<file path="src/rtl/cpu_pkg.sv">
// +----------------------------------------------------------------------------+
// | cpu_pkg: slot-entry control typedef and legal parameter ranges.           |
// | Revision: 1.0                                                              |
// +----------------------------------------------------------------------------+
`default_nettype none

package cpu_pkg;

  localparam int c_DEPTH_MIN    = 2;
  localparam int c_DEPTH_MAX    = 6;
  localparam int c_LOAD_LAT_MIN = 1;

  // Data and dest widths are parameters of the unit, so only the flags live here.
  typedef struct packed {
    logic valid;
    logic we;
    logic load;
    logic ready;
  } slotCtrl_t;

  function automatic bit paramsLegal(input int depth, input int loadLat);
    return (depth >= c_DEPTH_MIN) && (depth <= c_DEPTH_MAX) &&
           (loadLat >= c_LOAD_LAT_MIN) && (loadLat <= depth - 1);
  endfunction

endpackage

`default_nettype wire

</file>
<file path="src/rtl/hazard_slot.sv">
// +----------------------------------------------------------------------------+
// | hazard_slot: one in-flight pipeline slot with capture/advance/kill.       |
// | Revision: 1.0                                                              |
// +----------------------------------------------------------------------------+
`default_nettype none

module hazard_slot
  import cpu_pkg::*;
#(
  parameter int DATA_W  = 16,
  parameter int RADDR_W = 4,
  parameter bit CAPTURE = 1'b0
) (
  input  logic               clk,
  input  logic               rst_n,
  input  logic               kill,
  input  slotCtrl_t          inCtrl,
  input  logic [RADDR_W-1:0] inDest,
  input  logic [DATA_W-1:0]  inData,
  input  logic [DATA_W-1:0]  memRdata,
  output slotCtrl_t          ctrl,
  output logic [RADDR_W-1:0] dest,
  output logic [DATA_W-1:0]  data
);

  slotCtrl_t          r_ctrl;
  logic [RADDR_W-1:0] r_dest;
  logic [DATA_W-1:0]  r_data;
  logic               w_capture;

  // Only the slot just past the memory stage latches read data for a pending load.
  assign w_capture = CAPTURE && inCtrl.valid && inCtrl.load && !inCtrl.ready;

  always_ff @(posedge clk or negedge rst_n) begin
    if (!rst_n) begin
      r_ctrl <= '0;
      r_dest <= '0;
      r_data <= '0;
    end else if (kill || !inCtrl.valid) begin
      r_ctrl <= '0;
      r_dest <= '0;
      r_data <= '0;
    end else begin
      r_ctrl.valid <= 1'b1;
      r_ctrl.we    <= inCtrl.we;
      r_ctrl.load  <= inCtrl.load;
      r_ctrl.ready <= inCtrl.ready | w_capture;
      r_dest       <= inDest;
      r_data       <= w_capture ? memRdata : inData;
    end
  end

  assign ctrl = r_ctrl;
  assign dest = r_dest;
  assign data = r_data;

endmodule

`default_nettype wire

</file>
<file path="src/rtl/hazard_fwd_unit.sv">
// +----------------------------------------------------------------------------+
// | hazard_fwd_unit: in-flight slot tracking, operand bypass and load stall.  |
// | Define HAZARD_FWD_BYPASS_EN for forwarding; otherwise a pure interlock.   |
// | Revision: 1.0                                                              |
// +----------------------------------------------------------------------------+
`default_nettype none

module hazard_fwd_unit
  import cpu_pkg::*;
#(
  parameter int DATA_W   = 16,
  parameter int RADDR_W  = 4,
  parameter int DEPTH    = 3,
  parameter int LOAD_LAT = 1
) (
  input  logic               CLK_50MHZ,
  input  logic               reset,
  input  logic               issue_valid,
  input  logic               issue_we,
  input  logic               issue_load,
  input  logic [RADDR_W-1:0] issue_dest,
  input  logic [RADDR_W-1:0] src_a,
  input  logic [RADDR_W-1:0] src_b,
  input  logic [DATA_W-1:0]  alu_result,
  input  logic [DATA_W-1:0]  mem_rdata,
  input  logic               flush,
  output logic               stall,
  output logic               fwd_a_en,
  output logic               fwd_b_en,
  output logic [DATA_W-1:0]  fwd_a_data,
  output logic [DATA_W-1:0]  fwd_b_data,
  output logic               wb_en,
  output logic [RADDR_W-1:0] wb_dest,
  output logic [DATA_W-1:0]  wb_data
);

  if (!paramsLegal(DEPTH, LOAD_LAT)) begin : g_badParams
    $error("hazard_fwd_unit: illegal DEPTH/LOAD_LAT combination");
  end

  slotCtrl_t          w_ctrl [DEPTH];
  logic [RADDR_W-1:0] w_dest [DEPTH];
  logic [DATA_W-1:0]  w_data [DEPTH];

  slotCtrl_t          w_issueCtrl;
  logic [DATA_W-1:0]  w_issueData;
  logic               w_kill;
  logic               w_hitA;
  logic               w_hitB;
  logic               w_blockA;
  logic               w_blockB;

  assign w_issueCtrl = '{valid: issue_valid, we: issue_we, load: issue_load, ready: !issue_load};
  assign w_issueData = issue_load ? '0 : alu_result;
  assign w_kill      = flush | stall;

  // Index 0 is slot 1 (youngest); index DEPTH-1 feeds the register-file write port.
  for (genvar k = 0; k < DEPTH; k++) begin : g_slot
    if (k == 0) begin : g_head
      hazard_slot #(
        .DATA_W  (DATA_W),
        .RADDR_W (RADDR_W),
        .CAPTURE (1'b0)
      ) u_slot (
        .clk      (CLK_50MHZ),
        .rst_n    (reset),
        .kill     (w_kill),
        .inCtrl   (w_issueCtrl),
        .inDest   (issue_dest),
        .inData   (w_issueData),
        .memRdata (mem_rdata),
        .ctrl     (w_ctrl[k]),
        .dest     (w_dest[k]),
        .data     (w_data[k])
      );
    end else begin : g_tail
      hazard_slot #(
        .DATA_W  (DATA_W),
        .RADDR_W (RADDR_W),
        .CAPTURE (k == LOAD_LAT)
      ) u_slot (
        .clk      (CLK_50MHZ),
        .rst_n    (reset),
        .kill     (1'b0),
        .inCtrl   (w_ctrl[k-1]),
        .inDest   (w_dest[k-1]),
        .inData   (w_data[k-1]),
        .memRdata (mem_rdata),
        .ctrl     (w_ctrl[k]),
        .dest     (w_dest[k]),
        .data     (w_data[k])
      );
    end
  end

`ifdef HAZARD_FWD_BYPASS_EN
  logic              w_rdyA;
  logic              w_rdyB;
  logic [DATA_W-1:0] w_dataA;
  logic [DATA_W-1:0] w_dataB;

  // Walk oldest to youngest so the youngest match is the last one written.
  always_comb begin
    w_hitA  = 1'b0;
    w_hitB  = 1'b0;
    w_rdyA  = 1'b0;
    w_rdyB  = 1'b0;
    w_dataA = '0;
    w_dataB = '0;
    for (int k = DEPTH - 1; k >= 0; k--) begin
      if (w_ctrl[k].valid && w_ctrl[k].we && (w_dest[k] == src_a)) begin
        w_hitA  = 1'b1;
        w_rdyA  = w_ctrl[k].ready;
        w_dataA = w_data[k];
      end
      if (w_ctrl[k].valid && w_ctrl[k].we && (w_dest[k] == src_b)) begin
        w_hitB  = 1'b1;
        w_rdyB  = w_ctrl[k].ready;
        w_dataB = w_data[k];
      end
    end
  end

  assign w_blockA   = w_hitA && !w_rdyA;
  assign w_blockB   = w_hitB && !w_rdyB;
  assign fwd_a_en   = w_hitA && w_rdyA;
  assign fwd_b_en   = w_hitB && w_rdyB;
  assign fwd_a_data = fwd_a_en ? w_dataA : '0;
  assign fwd_b_data = fwd_b_en ? w_dataB : '0;
`else
  always_comb begin
    w_hitA = 1'b0;
    w_hitB = 1'b0;
    for (int k = 0; k < DEPTH; k++) begin
      if (w_ctrl[k].valid && w_ctrl[k].we && (w_dest[k] == src_a)) w_hitA = 1'b1;
      if (w_ctrl[k].valid && w_ctrl[k].we && (w_dest[k] == src_b)) w_hitB = 1'b1;
    end
  end

  // Without a bypass network any in-flight producer must drain first.
  assign w_blockA   = w_hitA;
  assign w_blockB   = w_hitB;
  assign fwd_a_en   = 1'b0;
  assign fwd_b_en   = 1'b0;
  assign fwd_a_data = '0;
  assign fwd_b_data = '0;
`endif

  assign stall   = issue_valid && !flush && (w_blockA || w_blockB);

  assign wb_en   = w_ctrl[DEPTH-1].valid && w_ctrl[DEPTH-1].we;
  assign wb_dest = w_dest[DEPTH-1];
  assign wb_data = wb_en ? w_data[DEPTH-1] : '0;

endmodule

`default_nettype wire

</file>
<file path="config.mk">
export PLATFORM = sky130hd
export DESIGN_NAME = hazard_fwd_unit
export DESIGN_NICKNAME = d
export VERILOG_FILES = /design/src/rtl/cpu_pkg.sv /design/src/rtl/hazard_slot.sv /design/src/rtl/hazard_fwd_unit.sv
export SDC_FILE = /design/constraint.sdc
export NUM_CORES = 1
export LEC_CHECK = 0
export ABC_AREA = 1
export CAP_MARGIN = 20
export CORE_MARGIN = 2
export CORE_UTILIZATION = 45
export DETAILED_ROUTE_END_ITERATION = 10
export PLACE_DENSITY = 0.76
export SETUP_SLACK_MARGIN = 0.02
export SLEW_MARGIN = 40
export SYNTH_ARGS = -nofsm -noshare
export SYNTH_HDL_FRONTEND = slang
export SYNTH_HIERARCHICAL = 1
export SYNTH_SLANG_ARGS = --single-unit
</file>
<file path="constraint.sdc">
create_clock -name CLK_50MHZ -period 1.75 [get_ports CLK_50MHZ]
set_input_delay 0.35 -clock CLK_50MHZ [delete_from_list [all_inputs] [get_ports CLK_50MHZ]]
set_output_delay 0.35 -clock CLK_50MHZ [all_outputs]
set_load 0.01 [all_outputs]
</file>
==> results.toml <==
[run_status]
status = "finished with violations"
violations = "negative setup slack"

[layout]
drive_gt1_share_pct = 17.8
area_growth_pct = 26.2
multi_input_area_mm2 = 0.00125
nets = 630
antenna_cells = 0
fillers = 731
register_area_mm2 = 0.00171
utilization_pct = 58.9

[cts]
cts_tree = "yes"
cts_htree_levels = 3
clkSinkCount = 68
numCtsBuffers = 9
clockBufferDepth = 2
insertion_delay_ps = 350
root_buffer = "clkbuf_8"
clk_pin_slew_ps = 70

[power_and_ir_drop]
power_uw = 3250
clock_power_share_pct = 39.2
netSwitchingFraction_pct = 25.5
p_sw_uw = 829
combPwrFrac_pct = 11.3
ir_worst_vdd_uv = 379
p_int_uw = 2420
p_leak_uw = 0.00254
seqPwrFrac_pct = 49.5
powerDensity_mw_per_mm2 = 710

[global_routing]
grt_max_degree = 46
grt_pass1_vias = 2559
grt.total_usage_pct = 15.7
grt_overflow = 0
grt_pass1_wl_um = 10800
grt_antenna_before_repair = 0

[sta]
slew_headroom_pct = 65.1
hold_slack_ps = 479
setup_ws_ps = -179
period_share_pct = 110
report.final.slew_viol_count = 0
setup_viol = 1
hold_viol = 0
tightest_slew_ps = 524
rsz0062_at_grt = "true"
min_period_ps = 1930
max_clock_freq_mhz = 518
skew_ps = 9.28

[routing]
drtIter0Drc = 57
vias = 2686
wire_per_inst_um = 9.15
antenna_left = 0
vias_per_cell = 3.91
wl_um = 6290
drc = 0
firstDrtPassIters = 4

[worst_setup_path]
reg2reg_from = "g_slot[1].g_tail.u_slot/dest[0]"
worstSetupEndpointType = "output pin"
r2r-end = "g_slot[0].g_head.u_slot/data[14]"
crit_required_ps = 1400
startpoint_type = "flop"
crit_arrival_ps = 1580
critPathKind = "flop to output pin"
worstRegToRegCells = 14
path_max_fanout = 4
worst-r2r-setup-slack_ps = 180

[synth]
syn_inst = 495
mappedNetlistArea_mm2 = 0.00362
synth-warning-count = 6
avgSynthCellArea_um2 = 7.32

[hold_path]
holdPathStages = 2
holdPathEnd = "g_slot[2].g_tail.u_slot/data[1]"
hp-class = "flop to flop"
worstHoldStart = "g_slot[1].g_tail.u_slot/data[1]"

[floorplan]
pin_count = 106
initial_core_util_pct = 46.6
dieHeight_um = 93.7
dieArea_mm2 = 0.00879
fp.coreArea_mm2 = 0.00777
dieWidth_um = 93.7
fp-row-count = 32

[placement]
hpwl_um = 4840
globalplace.congestion = 0.815
port_buffers = 71

[run]
maxCapViolations = 0
## cell type report
type | count | share of cell area, %
tap | 102 | 2.79
clock inverter | 7 | 1.67
clock buffer | 9 | 2.71
multi-input combinational | 286 | 27.3
timing repair buffer | 84 | 17.5
sequential | 68 | 37.3
inverter | 131 | 10.8
## worst max-delay path, stage by stage, from the launching register on
cell     delay [ps]
dfrtp_1         430
inv_2            60
nand2_2          50
nand2_1          50
nor2_1          130
nand2_1          70
nand2_1          70
nand2_1          60
nand3_2         110
nand2_2          60
inv_1            50
buf_2           110
## metrics by stage
stage | TNS, ps | cell area (um^2) | instances | setup slack [ps]
5_1_grt | -268 | 4570 | 687 | -268
4_1_cts | -172 | 4540 | 686 | -172
2_1_floorplan | 0 | 3750 | 530 | 358
6_report | -179 | 4570 | 687 | -179
3_3_place_gp | -7790 | 4360 | 669 | -722
3_5_place_dp | -8890 | 4360 | 669 | -756
## cells in the final DEF (no fill, tap or decap), types with 5 or more instances in the layout
cell type,count
nor2_1,85
nor2_2,39
inv_1,112
buf_4,9
dlygate4sd2_1,26
nand2_2,5
clkbuf_8,9
nand2_1,113
conb_1,36
clkdlybuf4s50_1,42
dfrtp_1,64
inv_2,19
## power by group through the flow
stage,clock network (uW),logic (uW),registers (uW)
finish,1270,368,1610
global route,1370,417,1610
CTS,1310,366,1610
detailed placement,0,369,1640
global placement,0,361,1630
floorplan,0,242,1630
## per-layer routing
layer	track usage, %	routed length, um
met2	26.1	3060
met4	9.06	227
met3	3.61	309
met5	0	0
met1	18.7	2690
## sequential cells by signal (all words and copies together), names as in the netlist
| name | cells |
|---|---|
| g_slot.g_head.u_slot/data | 16 |
| g_slot.g_head.u_slot/ctrl | 4 |
| g_slot.g_head.u_slot/dest | 4 |
| g_slot.g_tail.u_slot/ctrl | 4 |
| g_slot.g_tail.u_slot/data | 32 |
| g_slot.g_tail.u_slot/dest | 8 |
## how the worst max path moves through the flow
| stage | from | to | slack [ps] | depth (start not counted) |
|---|---|---|---|---|
| after floorplan | g_slot[2].g_tail.u_slot/dest[0] | g_slot[0].g_head.u_slot/ctrl[1] | 360 | 14 |
| after global placement | src_b[0] | stall | -720 | 12 |
| after detailed placement | src_b[0] | stall | -760 | 12 |
| after CTS | g_slot[0].g_head.u_slot/dest[1] | stall | -170 | 11 |
| after global routing | g_slot[2].g_tail.u_slot/dest[0] | stall | -270 | 10 |
| final | g_slot[1].g_tail.u_slot/dest[0] | stall | -180 | 11 |
## timing repair
item,4_1_cts,5_1_grt
hold endpoints to repair,23,0
pin swaps,5,8
resized for setup,33,19
setup buffers,0,1
hold buffers,1,0
setup endpoints to repair,20,22
(Power assumes the default switching activity.)
